File: config.mk
export PLATFORM = sky130hd
export DESIGN_NAME = avalon_master_arbiter
export DESIGN_NICKNAME = d
export VERILOG_FILES = /design/src/rtl/avalon_master_arbiter.sv
export SDC_FILE = /design/constraint.sdc
export NUM_CORES = 1
export LEC_CHECK = 0
export CAP_MARGIN = 20
export CORE_AREA = 3 3 111 113
export DETAILED_ROUTE_END_ITERATION = 12
export DIE_AREA = 0 0 114 116
export SYNTH_ARGS = -nofsm -noshare
export SYNTH_HDL_FRONTEND = slang
export SYNTH_SLANG_ARGS = --single-unit
File: constraint.sdc
create_clock -name clk -period 3.7 [get_ports clk]
set_input_delay 0.555 -clock clk [delete_from_list [all_inputs] [get_ports clk]]
set_output_delay 0.555 -clock clk [all_outputs]
set_load 0.02 [all_outputs]
File: src/rtl/avalon_master_arbiter.sv
// -----------------------------------------------------------------------------
// avalon_master_arbiter
//
// Shares one Avalon-MM master port between two requesters (0: pixel/fill write
// engine, 1: CSR read/write path). Arbitration is round-robin per transaction.
// A registered grant is held until the fabric accepts the command. Accepted
// reads push the issuing requester ID into a small in-order FIFO, so that each
// returning readdatavalid beat is steered to the requester that issued it.
//
// Ports:
//   clk, reset_n                    clock, asynchronous active-low reset
//   rN_address/writedata/write/read requester N command inputs
//   rN_waitrequest                  stall to requester N
//   rN_readdata/readdatavalid       read return to requester N (data broadcast)
//   master_*                        Avalon-MM master towards the fabric
//   pending_count                   reads issued but not yet returned
//   rsp_error                       sticky: read beat arrived with none pending
// -----------------------------------------------------------------------------
module avalon_master_arbiter #(
    parameter int ADDRESSWIDTH = 26,
    parameter int DATAWIDTH    = 32,
    parameter int MAX_PENDING  = 4
) (
    input  logic                          clk,
    input  logic                          reset_n,
    input  logic [ADDRESSWIDTH-1:0]       r0_address,
    input  logic [ADDRESSWIDTH-1:0]       r1_address,
    input  logic [DATAWIDTH-1:0]          r0_writedata,
    input  logic [DATAWIDTH-1:0]          r1_writedata,
    input  logic                          r0_write,
    input  logic                          r1_write,
    input  logic                          r0_read,
    input  logic                          r1_read,
    output logic                          r0_waitrequest,
    output logic                          r1_waitrequest,
    output logic [DATAWIDTH-1:0]          r0_readdata,
    output logic [DATAWIDTH-1:0]          r1_readdata,
    output logic                          r0_readdatavalid,
    output logic                          r1_readdatavalid,
    output logic [ADDRESSWIDTH-1:0]       master_address,
    output logic [DATAWIDTH-1:0]          master_writedata,
    output logic                          master_write,
    output logic                          master_read,
    input  logic [DATAWIDTH-1:0]          master_readdata,
    input  logic                          master_readdatavalid,
    input  logic                          master_waitrequest,
    output logic [$clog2(MAX_PENDING):0]  pending_count,
    output logic                          rsp_error
);

    localparam int PW = $clog2(MAX_PENDING);
    localparam int CW = PW + 1;
    localparam logic [CW-1:0] MAX_CNT = CW'(MAX_PENDING);

    typedef enum logic [1:0] {
        IDLE   = 2'b00,
        GRANT0 = 2'b01,
        GRANT1 = 2'b10
    } state_t;

    state_t                  state_r;
    state_t                  state_nxt_s;
    logic                    rr_r;
    logic                    rr_nxt_s;
    logic [MAX_PENDING-1:0]  fifo_r;
    logic [PW-1:0]           wr_ptr_r;
    logic [PW-1:0]           rd_ptr_r;
    logic [CW-1:0]           count_r;
    logic [CW-1:0]           count_nxt_s;
    logic                    rsp_error_r;

    logic                    granted_s;
    logic                    gnt_id_s;
    logic                    sel_write_s;
    logic                    sel_read_s;
    logic [ADDRESSWIDTH-1:0] sel_address_s;
    logic [DATAWIDTH-1:0]    sel_writedata_s;
    logic                    cmd_write_s;
    logic                    cmd_read_s;
    logic                    active_s;
    logic                    accept_s;
    logic                    push_s;
    logic                    pop_s;
    logic                    gnt_wait_s;
    logic                    head_id_s;

    // A requester can be served when it writes, or reads with FIFO room left.
    function automatic logic eligible(input logic wr, input logic rd,
                                      input logic [CW-1:0] cnt);
        return wr | (rd & (cnt < MAX_CNT));
    endfunction

    // Command mux from the granted requester, handshake and FIFO push/pop.
    always_comb begin
        granted_s       = (state_r != IDLE);
        gnt_id_s        = (state_r == GRANT1);
        sel_write_s     = 1'b0;
        sel_read_s      = 1'b0;
        sel_address_s   = {ADDRESSWIDTH{1'b0}};
        sel_writedata_s = {DATAWIDTH{1'b0}};
        if (state_r == GRANT1) begin
            sel_write_s     = r1_write;
            sel_read_s      = r1_read;
            sel_address_s   = r1_address;
            sel_writedata_s = r1_writedata;
        end else if (state_r == GRANT0) begin
            sel_write_s     = r0_write;
            sel_read_s      = r0_read;
            sel_address_s   = r0_address;
            sel_writedata_s = r0_writedata;
        end else begin
            sel_write_s     = 1'b0;
            sel_read_s      = 1'b0;
        end
        // Write wins over a simultaneous read; a read never issues into a full FIFO.
        cmd_write_s      = sel_write_s;
        cmd_read_s       = sel_read_s & ~sel_write_s & (count_r < MAX_CNT);
        active_s         = cmd_write_s | cmd_read_s;
        master_write     = cmd_write_s;
        master_read      = cmd_read_s;
        master_address   = sel_address_s;
        master_writedata = sel_writedata_s;
        accept_s         = active_s & ~master_waitrequest;
        push_s           = accept_s & cmd_read_s;
        pop_s            = master_readdatavalid & (count_r != {CW{1'b0}});
        count_nxt_s      = count_r + CW'(push_s) - CW'(pop_s);
        if (sel_read_s & ~sel_write_s & (count_r >= MAX_CNT)) begin
            gnt_wait_s = 1'b1;
        end else begin
            gnt_wait_s = master_waitrequest;
        end
        r0_waitrequest = (state_r == GRANT0) ? gnt_wait_s : 1'b1;
        r1_waitrequest = (state_r == GRANT1) ? gnt_wait_s : 1'b1;
    end

    // Read return steering straight from the FIFO head.
    always_comb begin
        head_id_s        = fifo_r[rd_ptr_r];
        r0_readdatavalid = pop_s & ~head_id_s;
        r1_readdatavalid = pop_s & head_id_s;
        r0_readdata      = master_readdata;
        r1_readdata      = master_readdata;
        pending_count    = count_r;
        rsp_error        = rsp_error_r;
    end

    // Grant FSM next state; post-accept decisions use the count as it will be
    // next cycle so a back-to-back read can never overfill the FIFO.
    always_comb begin
        state_nxt_s = state_r;
        rr_nxt_s    = rr_r;
        case (state_r)
            IDLE: begin
                if (eligible(r0_write, r0_read, count_r) &&
                    eligible(r1_write, r1_read, count_r)) begin
                    state_nxt_s = rr_r ? GRANT1 : GRANT0;
                end else if (eligible(r0_write, r0_read, count_r)) begin
                    state_nxt_s = GRANT0;
                end else if (eligible(r1_write, r1_read, count_r)) begin
                    state_nxt_s = GRANT1;
                end else begin
                    state_nxt_s = IDLE;
                end
            end
            GRANT0: begin
                if (accept_s) begin
                    rr_nxt_s = 1'b1;
                    if (eligible(r1_write, r1_read, count_nxt_s)) begin
                        state_nxt_s = GRANT1;
                    end else if (eligible(r0_write, r0_read, count_nxt_s)) begin
                        state_nxt_s = GRANT0;
                    end else begin
                        state_nxt_s = IDLE;
                    end
                end else if (!active_s) begin
                    state_nxt_s = IDLE;
                end else begin
                    state_nxt_s = GRANT0;
                end
            end
            GRANT1: begin
                if (accept_s) begin
                    rr_nxt_s = 1'b0;
                    if (eligible(r0_write, r0_read, count_nxt_s)) begin
                        state_nxt_s = GRANT0;
                    end else if (eligible(r1_write, r1_read, count_nxt_s)) begin
                        state_nxt_s = GRANT1;
                    end else begin
                        state_nxt_s = IDLE;
                    end
                end else if (!active_s) begin
                    state_nxt_s = IDLE;
                end else begin
                    state_nxt_s = GRANT1;
                end
            end
            default: begin
                state_nxt_s = IDLE;
                rr_nxt_s    = 1'b0;
            end
        endcase
    end

    // Grant state and round-robin pointer registers.
    always_ff @(posedge clk or negedge reset_n) begin
        if (!reset_n) begin
            state_r <= IDLE;
            rr_r    <= 1'b0;
        end else begin
            state_r <= state_nxt_s;
            rr_r    <= rr_nxt_s;
        end
    end

    // Pending-read ID FIFO, occupancy counter and sticky response error.
    always_ff @(posedge clk or negedge reset_n) begin
        if (!reset_n) begin
            fifo_r      <= {MAX_PENDING{1'b0}};
            wr_ptr_r    <= {PW{1'b0}};
            rd_ptr_r    <= {PW{1'b0}};
            count_r     <= {CW{1'b0}};
            rsp_error_r <= 1'b0;
        end else begin
            if (push_s) begin
                fifo_r[wr_ptr_r] <= gnt_id_s;
                wr_ptr_r         <= wr_ptr_r + PW'(1'b1);
            end
            if (pop_s) begin
                rd_ptr_r <= rd_ptr_r + PW'(1'b1);
            end
            if (master_readdatavalid && (count_r == {CW{1'b0}})) begin
                rsp_error_r <= 1'b1;
            end
            count_r <= count_nxt_s;
        end
    end

endmodule

### Word level (Yosys, flattened, before mapping)

Cells that the tools add are included.

| word-level totals | value |
|---|---|
| register bits after elaboration | 15 |
| latch bits | 0 |
| RAM bits | 0 |
| bits in read-only memories | 0 |
| input port bits | 156 |
| logic and storage cells | 81 |
| memories | 0 |

| cells by class | value |
|---|---|
| add/sub/neg operators | 4 |
| $mul | 0 |
| div/mod/pow operators | 0 |
| order comparisons | 6 |
| eq/ne operators | 4 |
| shift-type cells | 0 |
| muxes and demuxes | 32 |
| bitwise logic cells | 21 |
| reduce and logical (&&, ||, !) cells | 7 |

Operators with widths:

| cell | number |
|---|---|
| $mux 32 | 2 |
| $mux 26 | 2 |
| $mux 2 | 10 |
| $mux 1 | 13 |
| $and 1x1->1 | 12 |
| $lt 2x3->1 const B | 2 |
| $lt 3x3->1 const B | 2 |
| $pmux 2 s3 | 1 |
| $or 1x1->1 | 5 |
| $add 2x1->2 const B | 2 |
| $bwmux 4 | 1 |
| $not 1->1 | 4 |
| $add 3x1->3 | 1 |
| $ge 3x3->1 const B | 1 |
| $logic_and 1x1->1 | 3 |
| $logic_not 3->1 | 1 |
| $pmux 1 s3 | 1 |
| $reduce_and 3->1 | 1 |
| $reduce_bool 3->1 | 1 |
| $sub 3x1->3 | 1 |
| $bmux 1 s2 | 1 |
| $demux 1 s2 | 1 |
| $eq 2x1->1 const B | 1 |
| $eq 2x2->1 const B | 1 |
| other kinds (4) | 4 |

### Logic depth before layout (Yosys ltp)

| depth | value |
|---|---|
| depth after elaboration | 18 |
| mapped depth | 11 |

### Worst setup path after synthesis

OpenSTA, ideal clock, no wires.

| timing path | value |
|---|---|
| path type | in2reg |
| from | input r1_write |
| to | register state_r[0] |
| arrival | 2799 ps |
| required time | 3613 ps |
| setup slack | 815 ps |
| stages on the path | 11 |
| path buffers | 0 |
| path through | nand4bb_4 a211oi_4 inv_1 ha_1 inv_1 ha_1 fa_1 xor3_1 a21o_1 nor2b_1 o211ai_1 |

| on the way | value |
|---|---|
| cells in the longest elaborated chain, start to end | 16 |

Ends and longest elaborated chain:

| what | line | text |
|---|---|---|
| start, declared | 31 | `input logic r1_write,` |
| $mux 1 | 101 | `if (state_r == GRANT1) begin` |
| $not 1->1 | 117 | `cmd_read_s = sel_read_s & ~sel_write_s & (count_r < MAX_CNT);` |
| $and 1x1->1 (2 in series) | 117 |  |
| $or 1x1->1 | 118 | `active_s = cmd_write_s \| cmd_read_s;` |
| $and 1x1->1 | 123 | `accept_s = active_s & ~master_waitrequest;` |
| $and 1x1->1 | 124 | `push_s = accept_s & cmd_read_s;` |
| $add 3x1->3 | 126 | `count_nxt_s = count_r + CW'(push_s) - CW'(pop_s);` |
| $sub 3x1->3 | 126 |  |
| $lt 3x3->1 | 90 | `return wr \| (rd & (cnt < MAX_CNT));` |
| $and 1x1->1 | 90 |  |
| $or 1x1->1 | 90 |  |
| $mux 1 | 170 | `end else if (eligible(r0_write, r0_read, count_nxt_s)) begin` |
| $mux 2 | 168 | `if (eligible(r1_write, r1_read, count_nxt_s)) begin` |
| $mux 2 | 166 | `if (accept_s) begin` |
| $pmux 2 s3 * | 152 | `case (state_r)` |
| net state_nxt_s[0] | 62 | `state_t state_nxt_s;` |
| end signal, assigned | 210 | `state_r <= state_nxt_s;` |
| end, declared | 61 | `state_t state_r;` |

The timed path passes the listed nets; every way through them passes the cells marked *.
A chain may end at the register's enable or synchronous reset.

### Final worst setup path

Ends and elaborated chain as after synthesis.

==> flow_summary.ini <==
[min_path]
hold_class = register to register

[detailed_routing]
wl_met3_um = 660
totalWireLength_mm = 8.43
dr.pass1.iters = 4
wl_met1_mm = 3.09
viasPerCell = 4.26
drt_iter0_drc = 84
vias = 2071
drtAntennaViolNets = 0
dr_wl_met2_mm = 4.59
top_layer = met4
drc_errors = 0
wire_per_inst_um = 17.3

[global_routing]
grt_pass1_vias = 2124
grt_first_pass_wirelength_mm = 12.2
grt_max_degree = 34
grt_overflow_total = 0
antenna_found_initial = 0
grt_usage = 0.117

[clock_network]
post-cts-setup-buffer-count = 0
cts_buffers = 3
cts_sinks = 15
htree_levels = 1
root_buffer = clkbuf_16
hold_buffers = 0
cts_tree = yes
clkLatencyLatePin_ns = 0.24
clkTransAtPathRegs_ns = 0.05
cts_resized = 0
cts_buffer_depth = 2

[critical_path]
crit_path_start_kind = primary input
crit_arrival_ns = 3.31
end_kind = register
path_class = primary input to register
crit_fanout = 5
required_ns = 3.86

[status]
status = completed

[final_layout]
regArea_um2 = 375
drive_above_1_share = 0.0466
area_growth_pct = 83.3
fin_util = 0.323
final_cell_mix = clkdlybuf4s50_1 (191), a22o_1 (58), dfrtp_1 (15), inv_1 (11), nand2_1 (9)
fill_cells = 1216
instances_no_fill = 486
multiInputGateArea_mm2 = 0.00106
nets = 507
num_antenna_cells = 0
final_common_cell = clkdlybuf4s50_1
fin_area_mm2 = 0.00368

[placement]
dpl.hpwl_mm = 7.26
dpl_cell_area_mm2 = 0.00360
routabilityCongestion = 0.800
placed_cells = 482
port_buffers = 191
pre_cts_ws_ns = 0.266

[floorplan]
fp.dieW_um = 114
start_util = 0.176
die_h_um = 116
dieArea_mm2 = 0.0132
rows = 39
core_mm2 = 0.0114
io_pins = 288

[sta]
finalHoldViolations = 0
timing.final.crit_share = 0.852
slew_violations = 0
finalSetupTns_ns = 0
max_slew_margin = 0.551
fmax_mhz = 317
finalSetupViolations = 0
setup_ws_ns = 0.549
finalCriticalPeriod_ns = 3.15
worst_pin_slew_ns = 0.672
fin_skew_ns = 0.00108
rsz0062_at_grt = false

[power]
seqPwrFrac = 0.138
share_comb_of_total_power = 0.773
total_leakage_power_nw = 1.47
powerDensity_mw_per_mm2 = 646
p_int_mw = 1.33
pwr-share-clk = 0.089
p_sw_mw = 1.05
p_sw_frac = 0.441
ir_drop_uv = 396

[synthesis]
ys_warn_count = 0
yosysUniqueCellTypes = 29
ys_ff_latch = 15
synth_nets = 384
synth_area_per_cell_um2 = 9.09
synth_seq_area_share = 0.187
netlist_area_mm2 = 0.00201
synthCells = 221

[run]
max_cap_violations = 0
[critical path, stage by stage]
cell	delay (ns)
clkdlybuf4s50_1	0.50
nand4bb_4	0.30
a211oi_4	0.26
inv_1	0.07
ha_1	0.27
inv_1	0.04
ha_1	0.18
fa_1	0.37
xor3_1	0.23
a21o_1	0.22
nor2b_1	0.13
o211ai_1	0.19
[cells by family after synthesis]
kind of cell	share of synthesized area
xor+xnor	0.0249
mux	0.0336
buf+inv	0.290
fa+ha+maj	0.0473
compound gates	0.341
flops	0.187
simple gates	0.0760
[cell usage after synthesis]
| master | n | area, um^2 |
|---|---|---|
| a21o_1 | 4 | 30.0 |
| a22o_4 | 1 | 17.5 |
| xnor2_1 | 3 | 26.3 |
| buf_6 | 1 | 11.3 |
| fa_1 | 1 | 20.0 |
| nor2b_1 | 5 | 31.3 |
| nand4bb_4 | 2 | 55.1 |
| a22o_1 | 58 | 508 |
| dfrtp_1 | 15 | 375 |
| ha_1 | 6 | 75.1 |
| a211oi_4 | 1 | 20.0 |
| clkbuf_1 | 12 | 45.0 |
| and2b_1 | 1 | 7.51 |
| and2_1 | 1 | 6.26 |
| nor2_1 | 2 | 7.51 |
| nand2b_1 | 1 | 6.26 |
| buf_2 | 1 | 5.00 |
| nor3_1 | 1 | 5.00 |
| mux4_2 | 1 | 22.5 |
| mux2_1 | 4 | 45.0 |
| a221o_1 | 1 | 10.0 |
| inv_1 | 11 | 41.3 |
| buf_4 | 64 | 480 |
| o21ai_0 | 3 | 15.0 |
| o211ai_1 | 8 | 60.1 |
| nand2_1 | 9 | 33.8 |
| a21oi_1 | 2 | 10.0 |
| xor3_1 | 1 | 23.8 |
| a2111oi_2 | 1 | 15.0 |
[per-layer routing]
| layer | vias to the layer above | GRT usage |
|---|---|---|
| li1 | 984 | - |
| met1 | 955 | 0.131 |
| met2 | 123 | 0.220 |
| met3 | 9 | 0.0308 |
| met4 | 0 | 0.0277 |
| met5 | - | 0 |
[flip-flops by register name, summed over array words and instances (netlist names)]
register       count
wr_ptr_r           2
rsp_error          1
fifo_r             4
pending_count      3
state_r            2
rd_ptr_r           2
rr_r               1
[worst paths after layout]
check                         endpoint  depth (start not counted)  slack [ns]              from
setup / recovery            state_r[0]                         12        0.55          r1_write
hold / removal               rsp_error                          1        0.45         rsp_error
setup reg to reg            state_r[0]                         11        0.89  pending_count[2]
hold reg to reg              rsp_error                          1        0.45         rsp_error
max in group asynchronous   state_r[1]                          1        2.55           reset_n
min in group asynchronous  rd_ptr_r[1]                          1        0.72           reset_n
[power groups by stage]
| stage | Combinational, mW | Sequential, mW | Clock [mW] |
|---|---|---|---|
| after global routing | 1.96 | 0.343 | 0.227 |
| after CTS | 1.87 | 0.331 | 0.216 |
| after detailed placement | 1.86 | 0.331 | 0 |
| after floorplan | 1.09 | 0.336 | 0 |
| after global placement | 1.84 | 0.330 | 0 |
| final | 1.84 | 0.328 | 0.211 |
[area by class of cell]
| cell class | count | share of cell area |
|---|---|---|
| clock buffers | 4 | 0.0214 |
| repair buffers | 196 | 0.529 |
| flip-flops and latches | 15 | 0.102 |
| inverters | 11 | 0.0112 |
| well taps | 143 | 0.0486 |
| multi-input cells | 117 | 0.288 |
[stage by stage]
stage                     hold WS, ns  total power, mW
final                           0.452             2.38
after global routing            0.486             2.53
after CTS                       0.459             2.41
after detailed placement        0.448             2.19
after global placement          0.443             2.17
after floorplan                 0.259             1.43
Note: power is estimated with default switching activity, not from simulation.
